==> config.mk <==
export PLATFORM = sky130hd
export DESIGN_NAME = xcore_boot_loader
export DESIGN_NICKNAME = d
export VERILOG_FILES = /design/src/rtl/xcore_boot_loader.sv
export SDC_FILE = /design/constraint.sdc
export NUM_CORES = 1
export LEC_CHECK = 0
export BUFFER_PORTS_ARGS = -buffer_cell sky130_fd_sc_hd__buf_2
export CORE_ASPECT_RATIO = 2
export CORE_MARGIN = 8
export CORE_UTILIZATION = 58
export CTS_CLUSTER_DIAMETER = 120
export DETAILED_ROUTE_END_ITERATION = 8
export GPL_TIMING_DRIVEN = 0
export MAX_ROUTING_LAYER = met4
export PLACE_DENSITY = 0.83
export SYNTH_ARGS = -nofsm -noshare
export SYNTH_HDL_FRONTEND = slang
export SYNTH_SLANG_ARGS = --single-unit
export TNS_END_PERCENT = 30
==> constraint.sdc <==
create_clock -name clk -period 7 [get_ports clk]
set_input_delay 0 -clock clk [delete_from_list [all_inputs] [get_ports clk]]
set_output_delay 0 -clock clk [all_outputs]
set_load 0.05 [all_outputs]
==> src/rtl/xcore_boot_loader.sv <==
// Boot loader: streams an image into the core's RAM, holds the core in reset
// for a fixed time after the last word, then releases it.
module xcore_boot_loader #(
    parameter int DATA_W       = 32,
    parameter int ADDR_W       = 14,
    parameter int RST_HOLD_CYC = 20
) (
    input  logic                clk,
    input  logic                rst,
    input  logic                start,
    input  logic [ADDR_W-1:0]   base_addr,
    input  logic                s_valid,
    input  logic [DATA_W-1:0]   s_data,
    input  logic                s_last,
    output logic                s_ready,
    output logic                ram_we,
    output logic [DATA_W/8-1:0] ram_be,
    output logic [ADDR_W-1:0]   ram_addr,
    output logic [DATA_W-1:0]   ram_wdata,
    output logic                core_rst_n,
    output logic                done,
    output logic                err,
    output logic [ADDR_W:0]     word_cnt,
    output logic [DATA_W-1:0]   checksum
);

    localparam int HOLD_W = (RST_HOLD_CYC > 1) ? $clog2(RST_HOLD_CYC) : 1;
    localparam logic [ADDR_W-1:0] ADDR_MAX  = '1;
    localparam logic [HOLD_W-1:0] HOLD_LAST = HOLD_W'(RST_HOLD_CYC - 1);

    typedef enum logic [2:0] {IDLE, LOAD, HOLD, RUN, ERR} state_t;

    state_t              state, state_nxt;
    logic [ADDR_W-1:0]   ptr;
    logic [HOLD_W-1:0]   hold_cnt;
    logic                accept;
    logic                at_top;
    logic                hold_end;

    assign s_ready  = (state == LOAD);
    assign accept   = s_valid && s_ready;
    assign at_top   = (ptr == ADDR_MAX);
    assign hold_end = (hold_cnt == HOLD_LAST);

    // NOTE: state registers use non-blocking (<=) so every flop samples pre-edge values.
    always_ff @(posedge clk) begin
        if (rst) state <= IDLE;
        else     state <= state_nxt;
    end

    // NOTE: next state defaults to the current state first, so no path infers a latch.
    always_comb begin
        state_nxt = state;
        case (state)
            IDLE: if (start) state_nxt = LOAD;
            LOAD: begin
                if (accept) begin
                    if (s_last)      state_nxt = HOLD;
                    else if (at_top) state_nxt = ERR;
                end
            end
            HOLD:    if (hold_end) state_nxt = RUN;
            RUN:     state_nxt = RUN;
            ERR:     state_nxt = ERR;
            default: state_nxt = IDLE;
        endcase
    end

    // NOTE: the write-port data/address flops are reset too, so the RAM port reads all-zero in reset.
    always_ff @(posedge clk) begin
        if (rst) begin
            ptr        <= '0;
            hold_cnt   <= '0;
            ram_we     <= 1'b0;
            ram_be     <= '0;
            ram_addr   <= '0;
            ram_wdata  <= '0;
            core_rst_n <= 1'b0;
            done       <= 1'b0;
            err        <= 1'b0;
            word_cnt   <= '0;
            checksum   <= '0;
        end else begin
            ram_we <= accept;
            ram_be <= accept ? '1 : '0;

            if (state == IDLE && start) begin
                ptr      <= base_addr;
                word_cnt <= '0;
                checksum <= '0;
            end

            if (accept) begin
                ram_addr  <= ptr;
                ram_wdata <= s_data;
                // The pointer saturates at the top word instead of wrapping.
                ptr       <= at_top ? ptr : ptr + 1'b1;
                word_cnt  <= word_cnt + 1'b1;
                checksum  <= checksum + s_data;
            end

            if (state == LOAD && state_nxt == HOLD)
                hold_cnt <= '0;
            else if (state == HOLD && !hold_end)
                hold_cnt <= hold_cnt + 1'b1;

            if (state == HOLD && hold_end) begin
                core_rst_n <= 1'b1;
                done       <= 1'b1;
            end

            if (state == LOAD && state_nxt == ERR)
                err <= 1'b1;
        end
    end

endmodule

==> run_results.csv, run 1 <==
group,metric,value,unit
global_route,grt_max_degree,17,
timing,worst_slew_pin_slew,649,ps
timing,fin_setup_tns,0,ps
synthesis,synth_ff_type,"dfxtp_1",
floorplan,core_area,10700,µm²
cts,clockBufferDepth,2,
min_path,worstHoldStart,"s_valid",
timing,relSlewSlack,0.565,
global_route,grt.overflow.total,0,
power_and_ir_drop,p_leak,3.76,nW
synthesis,synth_top_area_frac,0.377,
critical_path,cp_max_fo,3,
drt,wl,20.3,mm
floorplan,pin_count,153,
critical_path,crit_path_frequent_cell,"a21oi_2",
drt,drcViolationCount,0,
floorplan,start_util,0.584,
synthesis,synth_edf_count,0,
critical_path,end_kind,"flip-flop",
layout,final_cell_area,8340,µm²
drt,dr.pass1.iters,6,
floorplan,die_w,89.5,µm
drt,vias_per_cell,5.88,
cts,clockRootBuffer,"clkbuf_16",
critical_path,startpoint_type,"flip-flop",
timing,fmax,343,MHz
critical_path,crit_slowest_cell,"fa_1",
power_and_ir_drop,vdd_drop_max,191,µV
timing,rsz0062_at_grt,"no",
layout,fill_cells,752,
drt,via_count,6805,
placed_design,port_buffers,151,
critical_path,path_class,"flip-flop to flip-flop",
critical_path,path_cells,"ha_1, fa_1, a21oi_2, o21ai_2, o311a_4, o211ai_2, a41oi_1, a31o_1, a21oi_2, xnor2_1, a22o_1",
synthesis,avgSynthCellArea,7.97,µm²
placed_design,place.gp.congestion,0.966,
critical_path,crit_arrival,3220,ps
critical_path,critPathBufInv,0,
layout,finish.utilization,0.776,
synthesis,yosysMostFrequentCell,"nand2_1",
drt,routedWlPerCell,17.6,µm
layout,nets,1092,
drt,drtAntennaViolNets,0,
timing,hold_viol,0,
synthesis,ys_types,66,
cts,numClockSinks,118,
cts,cts_buffers,17,
synthesis,synthesis.area,6270,µm²
cts,cts.htree.levels,4,
cts,path_clk_slew,60,ps
cts,cts_resized,0,
placed_design,hpwl,14.1,mm
synthesis,synth_largest_area_cell,"dfxtp_1",
synthesis,yosysWarnings,0,
power_and_ir_drop,pwr_density_cell,243,nW/µm²
placed_design,place_area,7200,µm²
flow_run,maxCapViolCount,0,
floorplan,die_h,163,µm
min_path,hold_path_class,"primary input to flip-flop",
synthesis,synth_area_leaders,"dfxtp_1, nand2_1, a21oi_1",
floorplan,rows,54,
synthesis,ys_ff_latch,118,
critical_path,crit_start,"checksum[0]",
layout,antennaDiodeCount,0,
timing,finalSetupViolCount,0,
floorplan,die_area,14600,µm²
synthesis,synth_commonest_cells,"nand2_1, dfxtp_1, a21oi_1",
global_route,grt_pass1_vias,6788,
synthesis,synthArstFlopShare,0,
timing,finClkSkew,7.41,ps
drt,drt_iter0_drc,482,
critical_path,max_stage_delay,420,ps
layout,drive_gt1_frac,0.212,
timing,fin_crit_sh,0.416,
timing,final_max_slew_viol_count,0,
layout,synthToLayoutAreaGrowth,32.9,%
critical_path,required,7310,ps
synthesis,yosysSeqAreaShare,0.377,
global_route,gr-usage-all-layers,0.290,
timing,min_period,2910,ps
synthesis,syn_inst,787,
global_route,grt_pass1_wl,32.3,mm
synthesis,synth_nets,873,
critical_path,path_delay_family,"compound AO/OA/AOI/OAI gates",
cts,clkLatencyLatePin,420,ps
critical_path,rr_startpoint,"checksum[0]",
global_route,grt_antenna_before_repair,0,
run_status,status,"completed",
layout,regArea,2360,µm²
cts,cts_tree,"done",
layout,multi_input_area,3650,µm²
==> power breakdown <==
group | switching (mW) | internal [mW]
registers | 0.0240 | 0.699
clock network | 0.323 | 0.637
logic | 0.227 | 0.117
total | 0.573 | 1.45
==> final timing paths <==
kind         slack [ps]  depth (start not counted)           end
min reg2reg         450                          2   ram_addr[9]
min                  70                          4      state[2]
max                4090                         11  checksum[30]
max reg2reg        4090                         11  checksum[30]
==> layout by cell type, fill, tap and decap left out, types with 5 or more instances in the layout <==
| cell type | n |
|---|---|
| buf_2 | 155 |
| nand2_1 | 153 |
| dfxtp_1 | 118 |
| a21oi_1 | 106 |
| nor2_1 | 52 |
| dlygate4sd3_1 | 49 |
| nand3_1 | 39 |
| ha_1 | 34 |
| clkbuf_1 | 30 |
| xnor2_1 | 24 |
| o21ai_0 | 20 |
| a21o_1 | 18 |
| clkbuf_16 | 17 |
| a22o_1 | 14 |
| and3_1 | 12 |
| xor2_1 | 11 |
| nand4_1 | 10 |
| o21ai_1 | 10 |
| nor3_1 | 9 |
| inv_1 | 8 |
| a31oi_1 | 7 |
| nor2b_1 | 6 |
| a211oi_1 | 6 |
| buf_4 | 6 |
| a22oi_1 | 6 |
| or3_1 | 5 |
| bufinv_16 | 5 |
==> area by class of cell <==
cell class,count,share of cell area
multi-input cells,614,0.438
flip-flops and latches,118,0.283
repair buffers,200,0.149
clock buffers,18,0.0527
plain buffers,46,0.0258
clock inverters,13,0.0246
well taps,140,0.0210
inverters,9,0.00570
==> sequential cells by signal, indices dropped and copies added (netlist names) <==
signal / flops
checksum: 32
ram_wdata: 32
word_cnt: 15
ptr: 14
ram_addr: 14
hold_cnt: 5
state: 3
done: 1
err: 1
ram_be: 1
==> tightest hold or removal path: cells and delay by family <==
kind | cells | cell delay, ps
AO/OA/AOI/OAI | 2 | 280
buffers and inverters | 1 | 120
AND/OR/NAND/NOR | 1 | 50
==> layer usage <==
layer	GRT usage	up-vias	share of wire
li1	-	3233	-
met1	0.327	3182	0.39
met2	0.472	339	0.50
met3	0.0660	51	0.087
met4	0.123	0	0.026
met5	-	-	0
==> cell families (layout without fill, tap and decap cells) <==
kind of cell / count (synthesis) / in the layout / share of synthesized area
AO/OA/AOI/OAI: 227 / 227 / 0.229
XOR/XNOR: 35 / 35 / 0.0489
adder cells (fa/ha/maj): 35 / 35 / 0.0710
buffers and inverters: 55 / 286 / 0.0419
flip-flops: 118 / 118 / 0.377
multiplexers: 4 / 4 / 0.00698
AND/OR/NAND/NOR: 313 / 313 / 0.226
==> per-stage QoR <==
step	power [mW]	hold WS, ps	instances	setup WS (ps)
after floorplan	0.959	136	787	4180
after global placement	1.04	259	1078	4220
after detailed placement	1.05	265	1078	4190
after CTS	2.03	54.6	1158	4100
after global routing	2.09	99.3	1158	3950
final	2.03	69.8	1158	4090
==> repair_timing <==
action                    in CTS  in global routing
setup buffers                  0                  0
hold buffers                  49                  0
hold endpoints to repair      50                  0
Power figures use the tool's default switching activity.
==> run 2, diff against run 1 <==
ABC_AREA = 1   (was unset)
CORE_UTILIZATION = 50   (was 58)
PLACE_DENSITY = 0.74   (was 0.83)
clock period = 2.35 ns   (was 7 ns; I/O delays follow)
==> run_results.csv, run 2 <==
group,metric,value,unit
run_status,status,"completed",
timing,holdWs,12.1,ps
synthesis,ys_types,46,
floorplan,die_area,18600,µm²
cts,clkLatencyLatePin,420,ps
floorplan,die_h,185,µm
placed_design,port_buffers,151,
cts,path_clk_slew,60,ps
floorplan,die_w,101,µm
drt,drcViolationCount,0,
global_route,grt_pass1_wl,38.9,mm
floorplan,rows,62,
timing,fin_crit_sh,0.946,
cts,clockBufferDepth,2,
critical_path,path_cells,"ha_1, fa_2, nand3_1, nand3_1, nand3_1, nand3_1, nand2_1, nand2_1, nand2_1, nand3_1, a21oi_1",
layout,finish.utilization,0.646,
synthesis,synth_commonest_cells,"nand2_1, inv_1, nor2_1",
drt,drtAntennaViolNets,0,
global_route,grt_max_degree,17,
placed_design,dp_slack,72.1,ps
layout,multi_input_area,3990,µm²
power_and_ir_drop,total_power,5.99,mW
cts,cts_buffers,17,
synthesis,synth_nets,1219,
synthesis,yosysWarnings,0,
timing,worst_slew_pin_slew,775,ps
synthesis,synthesis.area,7150,µm²
drt,vias_per_cell,5.16,
critical_path,crit_arrival,2570,ps
cts,numClockSinks,118,
synthesis,synth_area_leaders,"dfxtp_1, nand2_1, inv_1",
cts,cts.htree.levels,4,
global_route,grt_pass1_vias,7899,
timing,final_max_slew_viol_count,0,
floorplan,core_area,14200,µm²
placed_design,place.gp.congestion,0.911,
critical_path,end_kind,"flip-flop",
global_route,grt_antenna_before_repair,0,
drt,via_count,8009,
synthesis,synth_largest_area_cell,"dfxtp_1",
global_route,gr-usage-all-layers,0.274,
layout,antennaDiodeCount,0,
drt,dr.pass1.iters,5,
synthesis,yosysSeqAreaShare,0.330,
timing,rsz0062_at_grt,"no",
layout,drive_gt1_frac,0.169,
floorplan,pin_count,153,
placed_design,place_area,8150,µm²
synthesis,synth_edf_count,0,
timing,hold_viol,0,
layout,final_cell_area,9180,µm²
synthesis,yosysMostFrequentCell,"nand2_1",
drt,routedWlPerCell,15.6,µm
placed_design,hpwl,18.6,mm
synthesis,ys_ff_latch,118,
layout,final_common_cell,"nand2_1",
layout,reg_top3,"checksum (32), ram_wdata (32), word_cnt (15)",
critical_path,max_stage_delay,430,ps
synthesis,syn_inst,1133,
synthesis,synth_ff_type,"dfxtp_1",
power_and_ir_drop,p_leak,4.77,nW
drt,wl,24.2,mm
cts,cts_tree,"done",
flow_run,maxCapViolCount,0,
layout,synthToLayoutAreaGrowth,28.3,%
cts,clockRootBuffer,"clkbuf_16",
drt,drt_iter0_drc,434,
timing,fin_setup_tns,0,ps
layout,regArea,2360,µm²
timing,setup_ws,127,ps
critical_path,cp_max_fo,5,
timing,finClkSkew,9.23,ps
critical_path,required,2700,ps
layout,final_cells,1553,
synthesis,avgSynthCellArea,6.31,µm²
critical_path,crit_slowest_cell,"fa_2",
floorplan,start_util,0.504,
critical_path,startpoint_type,"flip-flop",
synthesis,synth_top_area_frac,0.330,
layout,fill_cells,1356,
critical_path,path_class,"flip-flop to flip-flop",
layout,final_cell_mix,"nand2_1, buf_2, inv_1",
timing,finalSetupViolCount,0,
synthesis,synthArstFlopShare,0,
timing,min_period,2220,ps
power_and_ir_drop,vdd_drop_max,515,µV
min_path,hold_path_class,"primary input to flip-flop",
timing,relSlewSlack,0.483,
critical_path,crit_path_frequent_cell,"nand3_1",
global_route,grt.overflow.total,0,
power_and_ir_drop,pwr_density_cell,653,nW/µm²
timing,fmax,450,MHz
placed_design,post-place-cells,1476,
layout,nets,1435,
run 2: changes by cell type in the layout (fill, tap and decap cells not counted), sizes merged, moves of 7 or more:
cell    delta
nand2    +171
inv      +146
nor2      +83
o21ai     +43
nand3     +38
xnor2     -22
a21oi     -17
a21o      -15
a22o      -14
and3      -10
xor2       -9
buf        +7
clkbuf     -7
run 2: area by class of cell:
type | count | area share
clock inverter | 9 | 0.0112
inverter | 156 | 0.0641
tap | 192 | 0.0262
clock buffer | 22 | 0.0506
timing repair buffer | 197 | 0.133
multi-input combinational | 817 | 0.435
buffer | 42 | 0.0229
sequential | 118 | 0.257
run 2: path summary, 6_finish.rpt:
| path | from | endpoint | slack (ps) | cells past startpoint |
|---|---|---|---|---|
| setup reg to reg | checksum[0] | checksum[28] | 130 | 11 |
| setup / recovery | checksum[0] | checksum[28] | 130 | 11 |
| hold / removal | base_addr[8] | ptr[8] | 10 | 5 |
| hold reg to reg | err | err | 450 | 2 |
run 2: kinds of logic (layout without fill, tap and decap cells):
group,after synthesis,count (layout),share of synthesized area
AND/OR/NAND/NOR,580,580,0.338
AO/OA/AOI/OAI,198,198,0.153
buffers and inverters,198,426,0.112
flip-flops,118,118,0.330
adder cells (fa/ha/maj),35,35,0.0623
XOR/XNOR,4,4,0.00490
run 2: what timing repair did:
action / CTS / global route
gates resized for setup: 0 / 1
hold buffers: 46 / 0
hold endpoints to repair: 52 / 0
setup buffers: 0 / 0
endpoints found under the setup margin: 0 / 4
run 2: critical path: cells and delay by family, from the launching register on:
| kind | cells | cell delay, ps |
|---|---|---|
| AO/OA/AOI/OAI | 1 | 140 |
| adder cells (fa/ha/maj) | 2 | 680 |
| flip-flops | 1 | 320 |
| AND/OR/NAND/NOR | 8 | 1020 |
run 2: layer usage:
metal	up-vias	share of wire	wire length (µm)	global-route usage
li1	4063	-	-	-
met3	29	0.057	1380	0.0550
met1	3664	0.41	9930	0.295
met4	0	0.017	414	0.0841
met2	253	0.52	12500	0.489
met5	-	0	0	-
run 2: where the power goes:
group	switching, mW	leakage (nW)	internal, mW
clock network	0.947	0.272	1.60
logic	0.884	3.53	0.372
registers	0.0775	0.961	2.11
